<file path="src/rtl/risc16_pkg.sv">
// Shared risc-16 definitions: data word type, RAM port encodings and LSU states.
package risc16_pkg;

  localparam int unsigned DATA_W   = 16;
  localparam int unsigned ADDR_W   = 16;
  localparam int unsigned MEM_SIZE = 255;
  localparam logic        READ     = 1'b0;
  localparam logic        WRITE    = 1'b1;

  typedef logic [DATA_W-1:0] word_t;

  typedef enum logic [1:0] {
    IDLE   = 2'd0,
    ACCESS = 2'd1,
    RESP   = 2'd2
  } lsu_state_t;

endpackage

</file>
<file path="src/rtl/mem_lsu.sv">
// Load/store initiator for the risc-16 data RAM: one request at a time,
// a single RAM access cycle, then a held response with a fault flag.
//
// Handshakes: a transfer on req_* happens on a posedge where req_valid and
// req_ready are both 1; a transfer on resp_* happens on a posedge where
// resp_valid and resp_ready are both 1. Payloads are stable while valid is high.
module mem_lsu
  import risc16_pkg::*;
#(
  parameter int unsigned DATA_W   = risc16_pkg::DATA_W,
  parameter int unsigned ADDR_W   = risc16_pkg::ADDR_W,
  parameter int unsigned MEM_SIZE = risc16_pkg::MEM_SIZE,
  parameter logic        READ     = risc16_pkg::READ,
  parameter logic        WRITE    = risc16_pkg::WRITE
) (
  input  logic              clk,
  input  logic              rst,
  input  logic              req_valid,
  output logic              req_ready,
  input  logic              req_we,
  input  logic [ADDR_W-1:0] req_addr,
  input  logic [DATA_W-1:0] req_wdata,
  output logic              resp_valid,
  input  logic              resp_ready,
  output logic [DATA_W-1:0] resp_rdata,
  output logic              resp_fault,
  output logic [15:0]       fault_count,
  output logic [ADDR_W-1:0] ram_addr,
  output logic              ram_rw,
  output logic [DATA_W-1:0] ram_wdata,
  input  logic [DATA_W-1:0] ram_rdata,
  output lsu_state_t        dbg_state
);

  lsu_state_t state;
  logic       lat_we;
  logic       lat_fault;

  // ram_addr/ram_wdata double as the request latch, so they hold outside ACCESS.
  always_ff @(posedge clk or posedge rst) begin
    if (rst) begin
      state       <= IDLE;
      lat_we      <= 1'b0;
      lat_fault   <= 1'b0;
      ram_addr    <= '0;
      ram_wdata   <= '0;
      resp_rdata  <= '0;
      resp_fault  <= 1'b0;
      fault_count <= '0;
    end else begin
      case (state)
        IDLE: begin
          if (req_valid) begin
            ram_addr  <= req_addr;
            ram_wdata <= req_wdata;
            lat_we    <= req_we;
            lat_fault <= (req_addr > ADDR_W'(MEM_SIZE));
            state     <= ACCESS;
          end
        end
        ACCESS: begin
          resp_rdata <= (!lat_we && !lat_fault) ? ram_rdata : '0;
          resp_fault <= lat_fault;
          if (lat_fault && (fault_count != 16'hFFFF))
            fault_count <= fault_count + 16'd1;
          state <= RESP;
        end
        RESP: begin
          if (resp_ready)
            state <= IDLE;
        end
        default: state <= IDLE;
      endcase
    end
  end

  // rst gates the write strobe directly so it drops before the reset edge settles.
  assign ram_rw     = ((state == ACCESS) && lat_we && !lat_fault && !rst) ? WRITE : READ;
  assign req_ready  = (state == IDLE);
  assign resp_valid = (state == RESP);
  assign dbg_state  = state;

endmodule

</file>
<file path="config.mk">
export PLATFORM = sky130hd
export DESIGN_NAME = mem_lsu
export DESIGN_NICKNAME = d
export VERILOG_FILES = /design/src/rtl/risc16_pkg.sv /design/src/rtl/mem_lsu.sv
export SDC_FILE = /design/constraint.sdc
export NUM_CORES = 1
export LEC_CHECK = 0
export CORE_MARGIN = 1
export CORE_UTILIZATION = 45
export DETAILED_ROUTE_END_ITERATION = 6
export PLACE_DENSITY = 0.95
export SYNTH_ARGS = -nofsm -noshare
export SYNTH_HDL_FRONTEND = slang
export SYNTH_SLANG_ARGS = --single-unit
</file>
<file path="constraint.sdc">
create_clock -name clk -period 4.3 [get_ports clk]
set_clock_uncertainty 0.2 [all_clocks]
set_input_delay 0.86 -clock clk [delete_from_list [all_inputs] [get_ports clk]]
set_output_delay 0.86 -clock clk [all_outputs]
set_load 0.03 [all_outputs]
</file>
# == After elaboration in Yosys (flattened, before gate mapping) ==
# Cells that the tools add are included.
# totals
reg_bits,69
in_bits,53
output_inout_bits,70
word_cells,32
# op_classes
addsub,1
n_lt_le_gt_ge,1
n_eq_ne,5
muxes,5
n_reduce_logical,12
# op_table
op,count
"16-bit by 1-bit adder with 16-bit output, second input constant",1
"16-bit by 8-bit > comparator with 1-bit output, second input constant",1
16-bit 2-to-1 mux,1
"16-bit != test, second input constant",1
2-bit case mux with 3 select lines,1
2-bit AND reduction,3
1-bit logical AND,5
2-bit 2-to-1 mux,2
1-bit zero test,3
"2-bit by 1-bit == test with 1-bit output, second input constant",1
"2-bit == test, second input constant",1
2-bit zero test,1
"2-bit by 1-bit != test with 1-bit output, second input constant",1
"2-bit != test, second input constant",1
1-bit 2-to-1 mux,1

# == Depth between registers and ports, before layout ==
# Gate-level depths: netlist (run 1).
# logic_depth
ltp_word,5
mapped_depth,6
ltp_nobuf,5

# == Least setup slack after synthesis (run 1) ==
# OpenSTA, ideal clock, no wires.
# synth_path
kind,register to output
from,register state[1] (netlist: dbg_state[1])
to,output port ram_rw
arrival_time_ns,2.154
t_required_ns,3.240
slack_ns,1.086
stages_incl_launch_ff,5
path_buffers,2
cell_sequence,dfrtp_1 > nand2b_1 > clkbuf_1 > clkbuf_1 > nor4b_1
# synth_via
elab_chain_cells,5
# synth_lines
element,line_no,rtl
from (decl),mem_lsu.sv:35,lsu_state_t state;
from (signal assigned),mem_lsu.sv:42,state <= IDLE;
from (signal assigned),mem_lsu.sv:58,state <= ACCESS;
from (signal assigned),mem_lsu.sv:66,state <= RESP;
2-bit by 1-bit == test with 1-bit output,mem_lsu.sv:78,assign ram_rw = ((state == ACCESS) && lat_we && !lat_fault && !rst) ? WRITE : READ;
1-bit logical AND (3 in series),mem_lsu.sv:78,
1-bit 2-to-1 mux,mem_lsu.sv:78,
to (decl),mem_lsu.sv:29,"output logic ram_rw,"
# No other way between the ends.

# == Final worst setup path (run 1) ==
# Ends and elaborated chain as after synthesis.

==> results of run 1 <==
-- kinds of logic after synthesis --
group | share of synthesized area
DFF | 0.623
and+or+nand+nor | 0.0952
muxes | 0.149
AOI/OAI and AO/OA | 0.0740
buffers and inverters | 0.0194
xor gates and xnor gates | 0.0348
adders and majority gates | 0.00451
-- flip-flops by register name, indices dropped and copies added (netlist names) --
register	cells
fault_count	16
resp_fault	1
resp_rdata	16
ram_wdata	16
lat_we	1
ram_addr	16
lat_fault	1
dbg_state	2
-- layer usage --
metal	up-vias	GRT usage	routed length, um	share of wire
li1	978	-	-	-
met1	1020	0.241	2560	0.40
met2	100	0.375	3210	0.50
met3	16	0.0625	498	0.077
met4	0	0.121	188	0.029
met5	-	0	0	0
-- synth_stat cells (2+ instances only) --
library cell,count,share of area
a22o_1,16,0.051
buf_2,4,0.0072
clkbuf_1,4,0.0054
dfrtp_1,69,0.62
inv_1,5,0.0068
mux2_2,35,0.14
mux2i_1,2,0.0072
nand2_1,6,0.0081
nand3_1,6,0.011
nand4_1,3,0.0068
nor2_1,8,0.011
nor3_1,7,0.013
nor3b_1,2,0.0054
nor4_1,3,0.0068
nor4b_1,2,0.0063
o211ai_1,2,0.0054
xnor2_1,2,0.0063
xor2_1,9,0.028
-- path summary, 6_finish.rpt --
check                                            from                          end  slack [ps]  cells after the start
setup / recovery             dbg_state[1]$_DFFE_PP0P_                       ram_rw         870                      3
hold / removal                 resp_fault$_DFFE_PP0P_       resp_fault$_DFFE_PP0P_         280                      2
setup reg to reg           fault_count[0]$_DFFE_PP0P_  fault_count[10]$_DFFE_PP0P_        2140                      5
hold reg to reg                resp_fault$_DFFE_PP0P_       resp_fault$_DFFE_PP0P_         280                      2
max in group asynchronous                         rst   fault_count[5]$_DFFE_PP0P_        2770                      3
min in group asynchronous                         rst    ram_wdata[13]$_DFFE_PP0P_         780                      3
-- cell usage in the layout, fill, tap and decap left out, drive strengths merged, types with 4 or more instances in the layout --
cell / instances
clkbuf: 11
inv: 5
dfrtp: 69
xor2: 9
nor4: 4
nor3: 7
a22o: 16
nand3: 6
buf: 4
mux2: 35
nor2: 8
clkdlybuf4s50: 122
nand2: 6
-- stage by stage --
| step | hold WS (ps) | utilization | instances |
|---|---|---|---|
| 2_1_floorplan | 297 | - | 200 |
| 3_3_place_gp | 260 | 0.690 | 393 |
| 3_5_place_dp | 267 | 0.690 | 393 |
| 4_1_cts | 283 | 0.714 | 407 |
| 5_1_grt | 325 | 0.714 | 407 |
| 6_report | 277 | 0.714 | 407 |
-- worst register-to-register path, cell delays in order (launching register included) --
cell and delay, ps:
dfrtp_1 420, ha_1 220, nand4_1 260, nor3_1 550
o2111ai_1 240, xnor2_1 180
-- cell type report --
class,count,area [um^2]
sequential,69,1730
fill,423,1690
timing repair buffer,126,1250
multi-input combinational,118,992
clock buffer,11,131
tap,75,93.8
inverter,5,18.8
clock inverter,3,15.0
-- report_power, final --
group | switching, mW | internal [mW]
registers | 0.129 | 0.847
clock network | 0.218 | 0.200
logic | 0.670 | 0.573
==> impl_metrics.ini, run 1 <==
[floorplanning]
initial_utilization = 0.468
fp-row-count = 28
die_h_um = 80.5
ios = 123
dieWidth_um = 80.5
coreArea_mm2 = 0.00592
fp.dieArea_mm2 = 0.00648

[pwr]
ir_drop_uv = 486
leakagePower_nw = 1.80
total_power_mw = 2.64
p_per_area_mw_per_mm2 = 624

[logic_synthesis]
syn_nets = 254
ys_ff_latch = 69
async_flop_share = 1.00
synth.distinct_cells = 33
avgSynthCellArea_um2 = 13.9
synthesis.area_mm2 = 0.00277
ys_warn_count = 0
netlist_instances = 200
seq_area_frac_synth = 0.623
synth-main-ff-cell = dfrtp_1
synth_edf_count = 0

[sta]
timing.final.ws_setup_ps = 867
rsz0062_at_grt = no
worst_pin_slew_ps = 754
finalSetupViolCount = 0
final.setup.tns_ps = 0
hold_viol_final = 0
max_slew_margin = 0.498
fin_crit_ps = 3430
fmax_mhz = 291
min_period_over_period = 0.798
final-max-slew-violation-count = 0

[drt]
drt_iter0_markers = 61
routed_wl_mm = 6.46
drtPass1Iterations = 4
route.vias.total = 2114
drtAntennaViolNets = 0
viasPerCell = 5.19
drt-wirelength-per-cell_um = 15.9
drc = 0

[status]
status = complete, no violations

[place]
dp_slack_ps = 917
gp_congestion = 0.809
placed_cell_area_mm2 = 0.00408
io_buffers = 122
dp_hpwl_mm = 4.80

[cells_and_area]
diodes = 0
drive_gt1_frac = 0.172
fin_area_mm2 = 0.00423
syn_to_final_growth_pct = 52.5
finalNetCount = 383

[run]
maxCapViolCount = 0

[clock_tree]
clockBufferDepth = 2
cts_tree = yes
root_buffer = clkbuf_8
cts_setup_buffers = 0
hold_buffers = 0
post_cts_resized = 0
clk_pin_slew_ps = 70
htreeDepth = 3
numCtsBuffers = 9
clock_latency_ps = 330
clock-sinks = 69

[critical_path]
path_buf_inv = 1
slowest_delay_ps = 730
start_kind = flip-flop
crit_fanout = 20
required_ps = 3240
crit_chain = nand2b_1 > nor4b_1 > clkdlybuf4s50_1
critPathKind = reg -> out
crit_slowest_cell = clkdlybuf4s50_1
path_delay_family = simple AND/OR/NAND/NOR gates
arrival_ps = 2370
cp-end-kind = output port

[global_route]
grt_max_degree = 38
grt_first_pass_wirelength_mm = 10.5
grt_usage = 0.218
grt_pass1_vias = 2258
antenna_found_initial = 0
grt_overflow = 0

[min_path]
hold_path.class = reg -> reg
Power figures use the tool's default switching activity.
==> inputs of run 2 (changes only) <==
Settings changed: CORE_UTILIZATION 45 to 42, PLACE_DENSITY 0.95 to 0.91.
Clock period 4.3 ns to 3.6 ns, I/O delays scaled along.
==> run 2 against run 1 <==
Against the previous run:
- register-to-register slack got worse by 680 ps
- worst setup slack got worse by 390 ps
- wire length is 3.9% lower
- clock power increased by 69%
- sequential power up 20%
- combinational power rose by 20%
- die area rose by 7.0%
- cell count is 1.2% higher
- largest cell class unchanged
- highest routed layer unchanged
==> impl_metrics.ini, run 2 (synthesized netlist as in run 1, its figures left out) <==
[sta]
fin_crit_ps = 3120
final-max-slew-violation-count = 0
finalSetupViolCount = 0
max_slew_margin = 0.568
fmax_mhz = 320
hold_viol_final = 0
rsz0062_at_grt = no
worst_pin_slew_ps = 647
final.setup.tns_ps = 0
min_period_over_period = 0.867

[place]
dp_hpwl_mm = 4.58
gp_congestion = 0.734
io_buffers = 122
placed_cells = 396

[critical_path]
crit_slowest_cell = clkdlybuf4s50_1
cp-end-kind = output port
crit_fanout = 2
start_kind = primary input
path_buf_inv = 2
arrival_ps = 2200
required_ps = 2680
critPathKind = in -> out
crit_chain = clkdlybuf4s50_1 > nor4b_1 > clkdlybuf4s50_1
slowest_delay_ps = 750
path_delay_family = buffers and inverters
critical_path.most_common_cell = clkdlybuf4s50_1

[floorplanning]
initial_utilization = 0.437
fp.dieArea_mm2 = 0.00693
die_h_um = 83.3
fp-row-count = 29
dieWidth_um = 83.3
coreArea_mm2 = 0.00635
ios = 123

[clock_tree]
clockBufferDepth = 2
htreeDepth = 3
post_cts_resized = 0
hold_buffers = 0
numCtsBuffers = 9
root_buffer = clkbuf_8
clock-sinks = 69
clock_latency_ps = 340
clk_pin_slew_ps = 60
cts_setup_buffers = 0
cts_tree = yes

[min_path]
hold_path.class = reg -> reg

[cells_and_area]
mostFrequentLayoutCells = 122 x clkdlybuf4s50_1, 69 x dfrtp_1, 35 x mux2_2
diodes = 0
drive_gt1_frac = 0.179
syn_to_final_growth_pct = 56.2
finalNetCount = 384
final_common_cell = clkdlybuf4s50_1
finalNonFillerCells = 412

[global_route]
antenna_found_initial = 0
grt_first_pass_wirelength_mm = 10.3
grt_overflow = 0
grt_max_degree = 41
grt_pass1_vias = 2138
grt_usage = 0.191

[drt]
wl_met2_mm = 2.94
drc = 0
drt_iter0_markers = 73
viasPerCell = 5.09
drtAntennaViolNets = 0
m1WireLength_mm = 2.69
routed_wl_mm = 6.21
route.vias.total = 2097
highest_layer = met4
met3_wirelength_um = 426
drt-wirelength-per-cell_um = 15.1
drtPass1Iterations = 4

[pwr]
leakagePower_nw = 1.84
p_seq_frac = 0.346
swShare = 0.365
combPwrFrac = 0.444
p_int_mw = 2.14
p_switching_mw = 1.23
total_power_mw = 3.36
ir_drop_uv = 554
clockPowerShare = 0.210
p_per_area_mw_per_mm2 = 777

[status]
status = complete, no violations

[run]
maxCapViolCount = 0
==> run 2: final timing paths <==
check                                           start                          to  slack, ps  cells after the start
max                                               rst                      ram_rw        480                      3
max reg2reg                fault_count[0]$_DFFE_PP0P_  fault_count[1]$_DFFE_PP0P_       1460                      5
min                            resp_fault$_DFFE_PP0P_      resp_fault$_DFFE_PP0P_        280                      2
min in group asynchronous                         rst   resp_rdata[9]$_DFFE_PP0P_        630                      2
max in group asynchronous                         rst     ram_addr[1]$_DFFE_PP0P_       1940                      3
min reg2reg                    resp_fault$_DFFE_PP0P_      resp_fault$_DFFE_PP0P_        280                      2
==> run 2: worst reg2reg max path: cells and delay by family (launching register included) <==
kind	cells	cell delay, ps
and+or+nand+nor	3	910
DFF	1	430
muxes	1	290
adders and majority gates	1	210
==> run 2: per-layer routing <==
metal	global-route usage	up-vias
li1	-	986
met1	0.243	1011
met2	0.286	85
met3	0.0626	15
met4	0.110	0
met5	0	-
==> run 2: final cells by class <==
class                   instances  area, um^2
multi-input cells             118         992
repair buffers                127        1270
fillers                       441        2020
flip-flops and latches         69        1730
well taps                      77        96.3
clock buffers                  13         159
inverters                       5        18.8
clock inverters                 3        67.6
==> run 2: power groups by stage <==
stage / Combinational, mW / Clock, mW / Sequential, mW
3_3_place_gp: 1.48 / 0 / 1.16
2_1_floorplan: 0.400 / 0 / 1.62
6_report: 1.49 / 0.705 / 1.17
4_1_cts: 1.51 / 0.720 / 1.17
5_1_grt: 1.57 / 0.757 / 1.20
3_5_place_dp: 1.50 / 0 / 1.18
==> run 2: per-stage QoR <==
| step | utilization | area (um^2) | setup WS, ps | hold WS (ps) |
|---|---|---|---|---|
| floorplan | - | 2770 | 526 | 297 |
| global placement | 0.647 | 4110 | 480 | 258 |
| detailed placement | 0.647 | 4110 | 495 | 265 |
| CTS | 0.682 | 4330 | 468 | 281 |
| global route | 0.682 | 4330 | 459 | 318 |
| finish | 0.682 | 4330 | 477 | 279 |
==> inputs of run 3 (changes only) <==
Clock period 3.6 ns to 3 ns, I/O delays scaled along.
==> run 3 against run 2 <==
Against the previous run:
- wire length rose by 1.0%
- worst hold slack barely moved
- cell count rose by 0.24%
- sequential share of layout area rose by 0.25 points
- design area fell by 0.64%
- largest cell class unchanged
- largest power group unchanged
==> impl_metrics.ini, run 3 (synthesized netlist as in run 1, its figures left out) <==
[critical_path]
crit_fanout = 2
reg2reg_from = fault_count[0]$_DFFE_PP0P_
r2r_cells = 5
arrival_ps = 2090
cp-end-kind = output port
critPathKind = in -> out
worstReg2RegEnd = fault_count[1]$_DFFE_PP0P_
required_ps = 2200
r2r_setup_slack_ps = 810
start_kind = primary input

[floorplanning]
fp.dieArea_mm2 = 0.00693
ios = 123
dieWidth_um = 83.3
fp-row-count = 29
die_h_um = 83.3
coreArea_mm2 = 0.00635
initial_utilization = 0.437

[min_path]
hold_path.class = reg -> reg
hold_end = resp_fault$_DFFE_PP0P_
hp-start = resp_fault$_DFFE_PP0P_
whs_path_depth = 2

[cells_and_area]
mostFrequentLayoutCells = 122 x clkdlybuf4s50_1, 69 x dfrtp_1, 35 x mux2_2
drive_gt1_frac = 0.185
fillerInstances = 452
multi_input_area_um2 = 992
utilization = 0.678
syn_to_final_growth_pct = 55.2
final_common_cell = clkdlybuf4s50_1
register_area_mm2 = 0.00173
finalNetCount = 385
diodes = 0

[drt]
viasPerCell = 5.06
drt_iter0_markers = 62
drc = 0
drtPass1Iterations = 4
routed_wl_mm = 6.28
drtAntennaViolNets = 0
route.vias.total = 2088
drt-wirelength-per-cell_um = 15.2

[clock_tree]
numCtsBuffers = 9
clockBufferDepth = 2
cts_setup_buffers = 0
root_buffer = clkbuf_8
cts_tree = yes
htreeDepth = 3
clock_latency_ps = 340
clk_pin_slew_ps = 70
clock-sinks = 69
hold_buffers = 0
post_cts_resized = 0

[global_route]
grt_max_degree = 36
grt_pass1_vias = 2152
antenna_found_initial = 0
grt_first_pass_wirelength_mm = 10.7
use_met2 = 0.303
top_usage_layer = met2
met1_usage = 0.249
grt_overflow = 0
met3_usage = 0.0646
grt_usage = 0.197

[status]
status = complete, no violations

[sta]
min_period_over_period = 0.963
final-max-slew-violation-count = 0
fin_crit_ps = 2890
final.setup.tns_ps = 0
fmax_mhz = 346
rsz0062_at_grt = no
hold_slack_ps = 278
max_slew_margin = 0.638
worst_pin_slew_ps = 539
hold_viol_final = 0
finalSetupViolCount = 0

[pwr]
ir_drop_uv = 625
leakagePower_nw = 1.84
p_per_area_mw_per_mm2 = 912

[place]
io_buffers = 122
gp_congestion = 0.757
dp_hpwl_mm = 4.62

[run]
maxCapViolCount = 0
run 3: cell count changes in the layout (fill, tap and decap cells not counted), sizes merged:
cell      previous run  this run
clkinv               0         4
clkbuf              13        11
buf                  5         6
bufinv               2         1
clkinvlp             1         0
run 3: worst max-delay path by stage:
stage                     cells after the start                startpoint      to
after floorplan                               4  dbg_state[1]$_DFFE_PP0P_  ram_rw
after global placement                        3                       rst  ram_rw
after detailed placement                      3                       rst  ram_rw
after CTS                                     3                       rst  ram_rw
after global routing                          3                       rst  ram_rw
final                                         3                       rst  ram_rw
run 3: layer usage:
| layer | routed length (um) | share of wire | vias to the layer above |
|---|---|---|---|
| met4 | 119 | 0.019 | 0 |
| met1 | 2700 | 0.43 | 1004 |
| li1 | - | - | 985 |
| met2 | 3010 | 0.48 | 87 |
| met5 | 0 | 0 | - |
| met3 | 451 | 0.072 | 12 |
run 3: metrics by stage:
| stage | setup WS, ps | std cells | total power, mW | instance area [um^2] |
|---|---|---|---|---|
| after global routing | 26.6 | 413 | 4.13 | 4300 |
| after global placement | 141 | 397 | 3.17 | 4110 |
| after floorplan | 45.9 | 200 | 2.43 | 2770 |
| after CTS | 115 | 413 | 3.98 | 4300 |
| after detailed placement | 119 | 397 | 3.23 | 4110 |
| final | 110 | 413 | 3.92 | 4300 |
run 3: final cells by class:
class,count,share of cell area
inverters,5,0.00436
repair buffers,128,0.297
clock inverters,5,0.0116
flip-flops and latches,69,0.401
multi-input cells,118,0.231
clock buffers,11,0.0328
well taps,77,0.0224
run 3: critical path, stage by stage:
cell	delay (ps)
clkdlybuf4s50_1	460
nor4b_1	290
clkdlybuf4s50_1	740
run 3: power by group:
group / switching (mW) / internal (mW)
Clock: 0.327 / 0.401
Combinational: 0.962 / 0.835
Sequential: 0.184 / 1.21
